--- src/rtl/reg_file_param.sv ---
// Parameterised register file with two combinational read ports, optional
// write forwarding, optional hardwired zero register and a sequential clear.
module reg_file_param #(
  parameter int DATA_WIDTH = 8,
  parameter int ADDR_WIDTH = 3,
  parameter int BYPASS     = 1,
  parameter int ZERO_REG   = 0
) (
  input  logic                  CLK,
  input  logic                  RESET,
  input  logic [DATA_WIDTH-1:0] IN,
  input  logic [ADDR_WIDTH-1:0] INADDRESS,
  input  logic                  WRITE,
  input  logic [ADDR_WIDTH-1:0] OUT1ADDRESS,
  input  logic [ADDR_WIDTH-1:0] OUT2ADDRESS,
  input  logic                  CLEAR,
  output logic [DATA_WIDTH-1:0] OUT1,
  output logic [DATA_WIDTH-1:0] OUT2,
  output logic                  BUSY,
  output logic                  WRITE_DROP
);

  localparam int NUM_REGS = 2**ADDR_WIDTH;

  typedef enum logic {
    IDLE,
    CLEARING
  } state_t;

  state_t                r_state;
  state_t                w_state_nxt;
  logic [ADDR_WIDTH-1:0] r_idx;
  logic [ADDR_WIDTH-1:0] w_idx_nxt;
  logic [DATA_WIDTH-1:0] r_regs [NUM_REGS];
  logic                  r_drop;
  logic                  w_busy;
  logic                  w_zero_wr;
  logic                  w_wr_en;
  logic                  w_fwd_en;

  assign w_busy     = (r_state == CLEARING);
  assign BUSY       = w_busy;
  assign WRITE_DROP = r_drop;

  // Writes to a hardwired zero register vanish silently, no drop pulse.
  assign w_zero_wr = (ZERO_REG != 0) && (INADDRESS == '0);
  assign w_wr_en   = WRITE && !w_busy && !w_zero_wr;
  assign w_fwd_en  = (BYPASS != 0) && WRITE && !w_busy && !RESET;

  always_comb begin
    w_state_nxt = r_state;
    w_idx_nxt   = r_idx;
    unique case (r_state)
      IDLE: begin
        if (CLEAR) begin
          w_state_nxt = CLEARING;
          w_idx_nxt   = '0;
        end
      end
      CLEARING: begin
        w_idx_nxt = r_idx + 1'b1;
        if (&r_idx) w_state_nxt = IDLE;
      end
      default: ;
    endcase
  end

  always_ff @(posedge CLK) begin
    if (RESET) begin
      r_state <= IDLE;
      r_idx   <= '0;
      r_drop  <= 1'b0;
    end else begin
      r_state <= w_state_nxt;
      r_idx   <= w_idx_nxt;
      r_drop  <= WRITE && w_busy;
    end
  end

  always_ff @(posedge CLK) begin
    if (RESET) begin
      for (int i = 0; i < NUM_REGS; i++)
        r_regs[i] <= '0;
    end else if (w_busy) begin
      r_regs[r_idx] <= '0;
    end else if (w_wr_en) begin
      r_regs[INADDRESS] <= IN;
    end
  end

  always_comb begin
    OUT1 = r_regs[OUT1ADDRESS];
    if (w_fwd_en && (INADDRESS == OUT1ADDRESS))
      OUT1 = IN;
    if ((ZERO_REG != 0) && (OUT1ADDRESS == '0))
      OUT1 = '0;
  end

  always_comb begin
    OUT2 = r_regs[OUT2ADDRESS];
    if (w_fwd_en && (INADDRESS == OUT2ADDRESS))
      OUT2 = IN;
    if ((ZERO_REG != 0) && (OUT2ADDRESS == '0))
      OUT2 = '0;
  end

endmodule

--- config.mk ---
export PLATFORM = sky130hd
export DESIGN_NAME = reg_file_param
export DESIGN_NICKNAME = d
export VERILOG_FILES = /design/src/rtl/reg_file_param.sv
export SDC_FILE = /design/constraint.sdc
export NUM_CORES = 1
export LEC_CHECK = 0
export ABC_AREA = 1
export CAP_MARGIN = 20
export CELL_PAD_IN_SITES_DETAIL_PLACEMENT = 0
export CELL_PAD_IN_SITES_GLOBAL_PLACEMENT = 1
export CORE_ASPECT_RATIO = 1.1
export CORE_MARGIN = 1
export CORE_UTILIZATION = 38
export CTS_CLUSTER_SIZE = 24
export DETAILED_ROUTE_END_ITERATION = 7
export PLACE_DENSITY = 0.77
export SLEW_MARGIN = 20
export SYNTH_ARGS = -nofsm -noshare
export SYNTH_HDL_FRONTEND = slang
export SYNTH_SLANG_ARGS = --single-unit
--- constraint.sdc ---
create_clock -name CLK -period 2.7 [get_ports CLK]
set_clock_uncertainty 0.1 [all_clocks]
set_input_delay 0.27 -clock CLK [delete_from_list [all_inputs] [get_ports CLK]]
set_output_delay 0.27 -clock CLK [all_outputs]
set_load 0.02 [all_outputs]
# Word level (Yosys, flattened, before mapping)
# Memories as Yosys holds them, arrays and structs flattened.
# Cells that the tools add are included.
# W data, S select, Z words.
# word_totals
regBits,5
ramBits,64
out_inout_bits,18
elab_cells,41
memories,1
# op_classes
add_sub_neg,1
n_eq_ne,3
mux,22
bitwise,1
n_reduce_logical,10
# memory_table
memory,words,width,rd,rd_ports_with_merged_regs,write_ports,line,source
r_regs,8,8,2,0,8,34,logic [DATA_WIDTH-1:0] r_regs [NUM_REGS];
# ops
op,count
$mux W8,4
$reduce_or A8 Y1,2
$mux W1,13
$mux W3,3
$eq A3 B3 Y1,2
$pmux W3 S2,1
$logic_and A1 B1 Y1,5
$add A3 B1 Y3 const B,1
$reduce_and A3 Y1,1
$logic_not A1 Y1,2
$ne A2 B2 Y1 const B,1
$pmux W1 S2,1
$not A1 Y1,1

# Depth between registers and ports, before layout
# Gate-level depths: netlist of run 1.
# logic_depth
ltp_word,8
depth_mapped,9
mapped_depth_nobuf,8

# Least setup slack after synthesis of run 1
# OpenSTA, ideal clock, no wires.
# synth_timing
path_type,reg-to-reg
from,"reg r_state, in the netlist BUSY"
to,mem r_regs[1][0] (enable)
setup_time_ns,0.329
arrival_ns,1.435
required_ns,2.271
setup_slack_ns,0.835
stages_incl_launch_ff,7
n_path_buf,1
cell_sequence,dfxtp_1 > buf_6 > nor2_4 > nand3_2 > a21oi_4 > nand2_4 > nand2_1
# synth_lines
element,line,source
"start, declared",30,state_t r_state;
"start signal, assigned",74,r_state <= w_state_nxt;
"end, declared",34,

# Final worst setup path of run 1
# layout_timing
from,in OUT1ADDRESS[0]
to,out OUT1[6]
# layout_between
elab_chain_cells,3
word_cells_on_any_way,4
# layout_rtl
element,line,source
"start, declared",14,"input logic [ADDR_WIDTH-1:0] OUT1ADDRESS,"
branches (longest 2 deep; another with $mem_v2 Z8 W8),--,
$mux W8 *,93,if (w_fwd_en && (INADDRESS == OUT1ADDRESS))
"end, declared",17,"output logic [DATA_WIDTH-1:0] OUT1,"
# Every way passes the cells marked *.

==> flow_summary.ini, run 1 <==
[critical_path]
cp-startpoint = OUT1ADDRESS[0]
ff2ff_path_depth = 6
r2r_end = r_regs[7][3]
path_cells = clkdlybuf4s50_1 > inv_1 > buf_4 > nand2_1 > nand2_1 > nand2_1 > nand3_1 > nand3_1 > nand2_1 > clkdlybuf4s50_1
r2r_start = BUSY
slowest_stage = clkdlybuf4s50_1
cp_data_required_time_ns = 2.33
crit_type = in -> out
crit_arrival_ns = 2.24
critPathMaxFanout = 24
worstSetupStartpointType = primary input
cp-end-kind = output pin
r2r_setup_slack_ns = 0.69
cpPeakStageDelay_ns = 0.62
crit_top_cell = nand2_1

[synthesis]
ys_ff_latch = 69
ys_types = 24
synth-compound-area-share_pct = 1.33
synth_top_family_by_area = simple AND/OR/NAND/NOR gates
synth-seq-area-share_pct = 46.6
yosysTopAreaCellShare_pct = 44.3
yosys.area_share.simple_pct = 42.2
synth_warnings = 0
yosys.area.top_type = edfxtp_1
syn_nets = 616
synthXorXnorAreaFrac_pct = 0
netlist_instances = 593
synth_area_sq_mm = 0.00434
synthAdderAreaFrac_pct = 0.577
synth.area.mux_share_pct = 0
ys_top_cells_by_area = edfxtp_1 44%, nand2_1 18%, nand3_1 13%
syn_area_per_cell_sq_um = 7.31

[floorplanning]
floorplan.initialDensity_pct = 39.4
rows = 40
die_y_um = 114
pin_count = 39
core_region_area_sq_mm = 0.0110
fp.dieW_um = 104
dieArea_sq_mm = 0.0118

[global_routing]
overflow = 0
grt_pass1_vias = 3949
grt_usage_pct = 23.5
grt_pass1_wl_mm = 20.9
grt_max_degree = 27
antenna_found_initial = 0

[clocking]
path_clk_slew_ns = 0.06
clk_path_buf_depth = 2
root_buffer = clkbuf_16
htree_levels = 3
cts_tree = built
ctsResizeCount = 0
ctsHoldBuffers = 0
cts_setup_buffers = 0
clk_latency_ns = 0.33
cts_made_buffers = 9
cts_sinks = 69

[power_and_ir_drop]
p_leak_uw = 0.00250
pwr_density_cell_mw_per_mm2 = 582
vdd_drop_max_mv = 0.320

[worst_hold_path]
hp-start = r_idx[0]
min_path_cells = 1
hold_end = r_idx[0]
hold_path.class = reg -> reg

[sta]
rsz0062_at_grt = false
setup_viol = 0
relSlewSlack_pct = 71.5
max_freq_mhz = 384
fin_tns_setup_ns = 0
worst_pin_slew_ns = 0.427
slew_violations = 0
final.min_clock_period_ns = 2.61
hold_viol_final = 0
fin_crit_sh_pct = 96.5

[placement]
numPortBuffers = 38
dpl_cell_area_sq_mm = 0.00502
dp_hpwl_mm = 9.91
gp_congestion = 0.855

[flow_run]
drv_cap = 0

[finish]
final_area_sq_mm = 0.00537
n_fill_cell = 1076
seq_area_sq_mm = 0.00202
drive_above_1_share_pct = 10.4
multiInputGateArea_sq_mm = 0.00191
final_nets = 669
diodes = 0
area.growth.synth_to_final_pct = 23.9

[route]
viasPerCell = 5.10
dr.first_iter.drc_count = 252
wl_per_cell_um = 16.5
drc = 0
via_count = 4066
first_pass_iters = 6
wl_mm = 13.1
drtAntennaViolNets = 0

[outcome]
outcome = completed
Yosys cell counts, drive strengths merged:
master  count
ha          2
dfxtp       5
a21oi       2
a22oi       2
inv        76
o21ai       2
clkinv      2
buf        15
nand2     220
edfxtp     64
clkbuf      9
nor2       78
nand3     115
a211oi      1
through the flow:
step / hold slack, ns / total power, uW / setup slack, ns / utilization [%] / cells
floorplan: 0.242 / 1570 / 0.835 / - / 593
global placement: 0.422 / 1800 / 0.100 / 45.6 / 782
detailed placement: 0.425 / 1800 / 0.104 / 45.6 / 782
CTS: 0.435 / 3130 / 0.0957 / 48.7 / 798
global route: 0.448 / 3230 / 0.00285 / 48.8 / 798
finish: 0.424 / 3130 / 0.0939 / 48.8 / 798
area by class of cell:
cell class	count	share of cell area (%)
Multi-Input combinational cell	422	35.6
Clock buffer	10	4.26
Tap cell	147	3.42
Timing Repair Buffer	66	11.6
Inverter	78	5.45
Sequential cell	69	37.6
Clock inverter	6	2.05
worst max-delay path, delay by kind of cell:
kind	cells	cell delay (ns)
AND/OR/NAND/NOR	6	0.45
buffers and inverters	4	1.50
metal layers:
layer	share of wire, %	track usage (%)
met1	40	27.5
met4	3.7	12.2
met5	0	0
met3	6.1	3.77
met2	50	41.8
power by group:
group          internal, uW  leakage, uW  switching, uW  total (uW)
combinational           200      0.00163            345         544
clock                   902     0.000161            449        1350
sequential             1220     0.000706           17.1        1230
cell families (layout without fill, tap and decap cells):
logic type / Yosys count / in the layout
fa+ha+maj: 2 / 2
simple gates: 413 / 413
buf+inv: 102 / 160
flops: 69 / 69
compound gates: 7 / 7
worst max-delay path by stage:
stage                     slack, ns  cells past startpoint           end
final                          0.09                     10       OUT1[6]
after global routing          0.003                     10       OUT2[1]
after CTS                       0.1                     10       OUT1[6]
after detailed placement       0.10                      9       OUT2[1]
after global placement         0.10                     10       OUT1[6]
after floorplan                0.84                      6  r_regs[1][0]
flip-flops by register name, summed over array words and instances (netlist names):
signal,flops
BUSY,1
r_idx,3
r_regs,64
WRITE_DROP,1
placed cells by master, fill, tap and decap left out, drive strengths merged:
| cell type | Yosys | routed |
|---|---|---|
| nand2 | 220 | 220 |
| nand3 | 115 | 115 |
| nor2 | 78 | 78 |
| inv | 76 | 77 |
| edfxtp | 64 | 64 |
| clkdlybuf4s50 | 0 | 35 |
| buf | 15 | 28 |
| clkbuf | 9 | 10 |
| dfxtp | 5 | 5 |
| clkinv | 2 | 3 |
| bufinv | 0 | 3 |
| dlymetal6s2s | 0 | 3 |
| a22oi | 2 | 2 |
| ha | 2 | 2 |
| o21ai | 2 | 2 |
| a21oi | 2 | 2 |
| a211oi | 1 | 1 |
| clkinvlp | 0 | 1 |
Note: power is estimated with default switching activity, not from simulation.
==> run 2, diff against run 1 <==
- ABC_AREA: 1 -> default
- DONT_BUFFER_PORTS: default -> 1
- PLACE_DENSITY: 0.77 -> 0.64
==> flow_summary.ini, run 2 <==
[clocking]
cts_sinks = 69
path_clk_slew_ns = 0.06
clk_latency_ns = 0.33
cts_made_buffers = 9
root_buffer = clkbuf_16
clk_path_buf_depth = 2
cts_tree = built
htree_levels = 3
ctsResizeCount = 0
cts_setup_buffers = 0

[route]
first_pass_iters = 4
wl_per_cell_um = 24.8
viasPerCell = 6.31
drtAntennaViolNets = 0
dr.first_iter.drc_count = 172
via_count = 2699
wl_mm = 10.6
drc = 0

[finish]
diodes = 0
area.growth.synth_to_final_pct = 12.9
top_register = r_regs
final_common_cell = edfxtp_1
final_area_sq_mm = 0.00471
layout_common_cells = 64 x edfxtp_1, 56 x nor4_1, 32 x mux2_2
largest_register_ffs = 64
final_nets = 303
top_regs = r_regs: 64 flops, r_idx: 3 flops
drive_above_1_share_pct = 34.4

[sta]
max_freq_mhz = 394
fin_crit_sh_pct = 94.0
final.min_clock_period_ns = 2.54
setup_ws_ns = 0.161
setup_viol = 0
worst_pin_slew_ns = 0.769
hold_viol_final = 0
relSlewSlack_pct = 48.7
rsz0062_at_grt = false
fin_tns_setup_ns = 0
slew_violations = 0

[synthesis]
synth_area_sq_mm = 0.00417
synthTopCellsByCount = 64 x edfxtp_1, 56 x nor4_1, 32 x mux2_2
syn_nets = 301
yosysTopAreaCellShare_pct = 46.1
synth_warnings = 0
synthArstFlopShare_pct = 0
yosys.area.top_type = edfxtp_1
ys_types = 31
yosysMostFrequentCell = edfxtp_1
netlist_instances = 278
synth_edf_count = 64
syn_area_per_cell_sq_um = 15.0
ys_top_cells_by_area = edfxtp_1 46%, mux4_1 11%, mux2_2 8.6%
synth-seq-area-share_pct = 48.5
synth-main-ff-cell = edfxtp_1
ys_ff_latch = 69

[floorplanning]
rows = 39
core_region_area_sq_mm = 0.0105
die_y_um = 112
pin_count = 39
floorplan.initialDensity_pct = 39.6
fp.dieW_um = 102
dieArea_sq_mm = 0.0114

[global_routing]
grt_pass1_vias = 2742
overflow = 0
use_met2_pct = 33.6
grt_util_met3_pct = 4.52
antenna_found_initial = 0
grt_max_degree = 37
busiest_layer = met2
grt_pass1_wl_mm = 16.3
use_met1_pct = 25.2
grt_usage_pct = 20.0

[worst_hold_path]
hold_path.class = in -> reg
hp-start = CLEAR

[placement]
numPortBuffers = 0
dpl_cell_area_sq_mm = 0.00435
gp_congestion = 0.751
pre_cts_slack_ns = 0.481
dp_hpwl_mm = 6.81

[critical_path]
r2r_start = BUSY
crit_type = reg -> out
worstSetupStartpointType = flop
crit_arrival_ns = 2.17
r2r_setup_slack_ns = 0.48
cp-startpoint = BUSY
r2r_end = r_regs[5][2]
critPathMaxFanout = 10
endpoint = OUT1[7]
cp-end-kind = output pin
cp_data_required_time_ns = 2.33
ff2ff_path_depth = 5

[flow_run]
drv_cap = 0

[power_and_ir_drop]
p_leak_uw = 0.00158
vdd_drop_max_mv = 0.346
totalPowerFinal_uw = 2950
pwr_density_cell_mw_per_mm2 = 626

[outcome]
outcome = completed
run 2: changes by cell type after synthesis, sizes merged, moves of 6 or more:
cell   delta
mux2     +34
mux4     +32
nand2   -211
nor2     -74
xnor2     +6
o31ai     +8
nand3   -115
inv      -76
nor4     +64
buf       +7
run 2: critical path: stages, from the launching register on:
cell     delay [ns]
dfxtp_1        0.33
nor3b_4        0.36
buf_4          0.27
nand4_2        0.39
mux2_2         0.48
run 2: area by class of cell:
class / count / area [sq um]
clock buffers: 10 / 229
repair buffers: 23 / 190
flip-flops and latches: 69 / 2020
inverters: 1 / 3.75
well taps: 143 / 179
fillers: 961 / 5830
clock inverters: 6 / 111
multi-input cells: 176 / 1980
run 2: timing repair:
action / in CTS / in global routing
hold buffers: 2 / 0
endpoints found under the hold margin: 5 / 0
setup endpoints to repair: 0 / 0
run 2: cell families after synthesis:
| kind of cell | Yosys count | share of synthesized area [%] |
|---|---|---|
| fa+ha+maj | 2 | 0.600 |
| buf+inv | 33 | 4.65 |
| flops | 69 | 48.5 |
| mux | 68 | 28.7 |
| simple gates | 86 | 14.0 |
| compound gates | 14 | 2.28 |
| xor+xnor | 6 | 1.26 |
run 2: through the flow:
stage	utilization, %	std cells	hold WS (ns)
after CTS	44.7	428	0.0614
after detailed placement	41.3	410	0.246
after global placement	41.3	410	0.243
after floorplan	-	278	0.329
after global routing	44.7	428	0.0818
final	44.7	428	0.0601
run 2: how the worst min path moves through the flow:
| stage | to | slack, ns | cells past startpoint |
|---|---|---|---|
| floorplan | WRITE_DROP | 0.33 | 1 |
| global placement | r_idx[1] | 0.24 | 1 |
| detailed placement | r_idx[2] | 0.25 | 1 |
| CTS | r_idx[2] | 0.06 | 3 |
| global route | BUSY | 0.08 | 2 |
| finish | r_idx[2] | 0.06 | 3 |
run 2: routing by layer:
layer / vias up / share of wire [%]
li1: 1201 / -
met1: 1384 / 40
met2: 98 / 53
met3: 16 / 5.5
met4: 0 / 1.9
met5: - / 0
run 2: where the power goes:
part	switching (uW)	internal (uW)	total [uW]
Combinational	196	164	359
Clock	451	902	1350
Sequential	23.9	1210	1240
Total	670	2280	2950
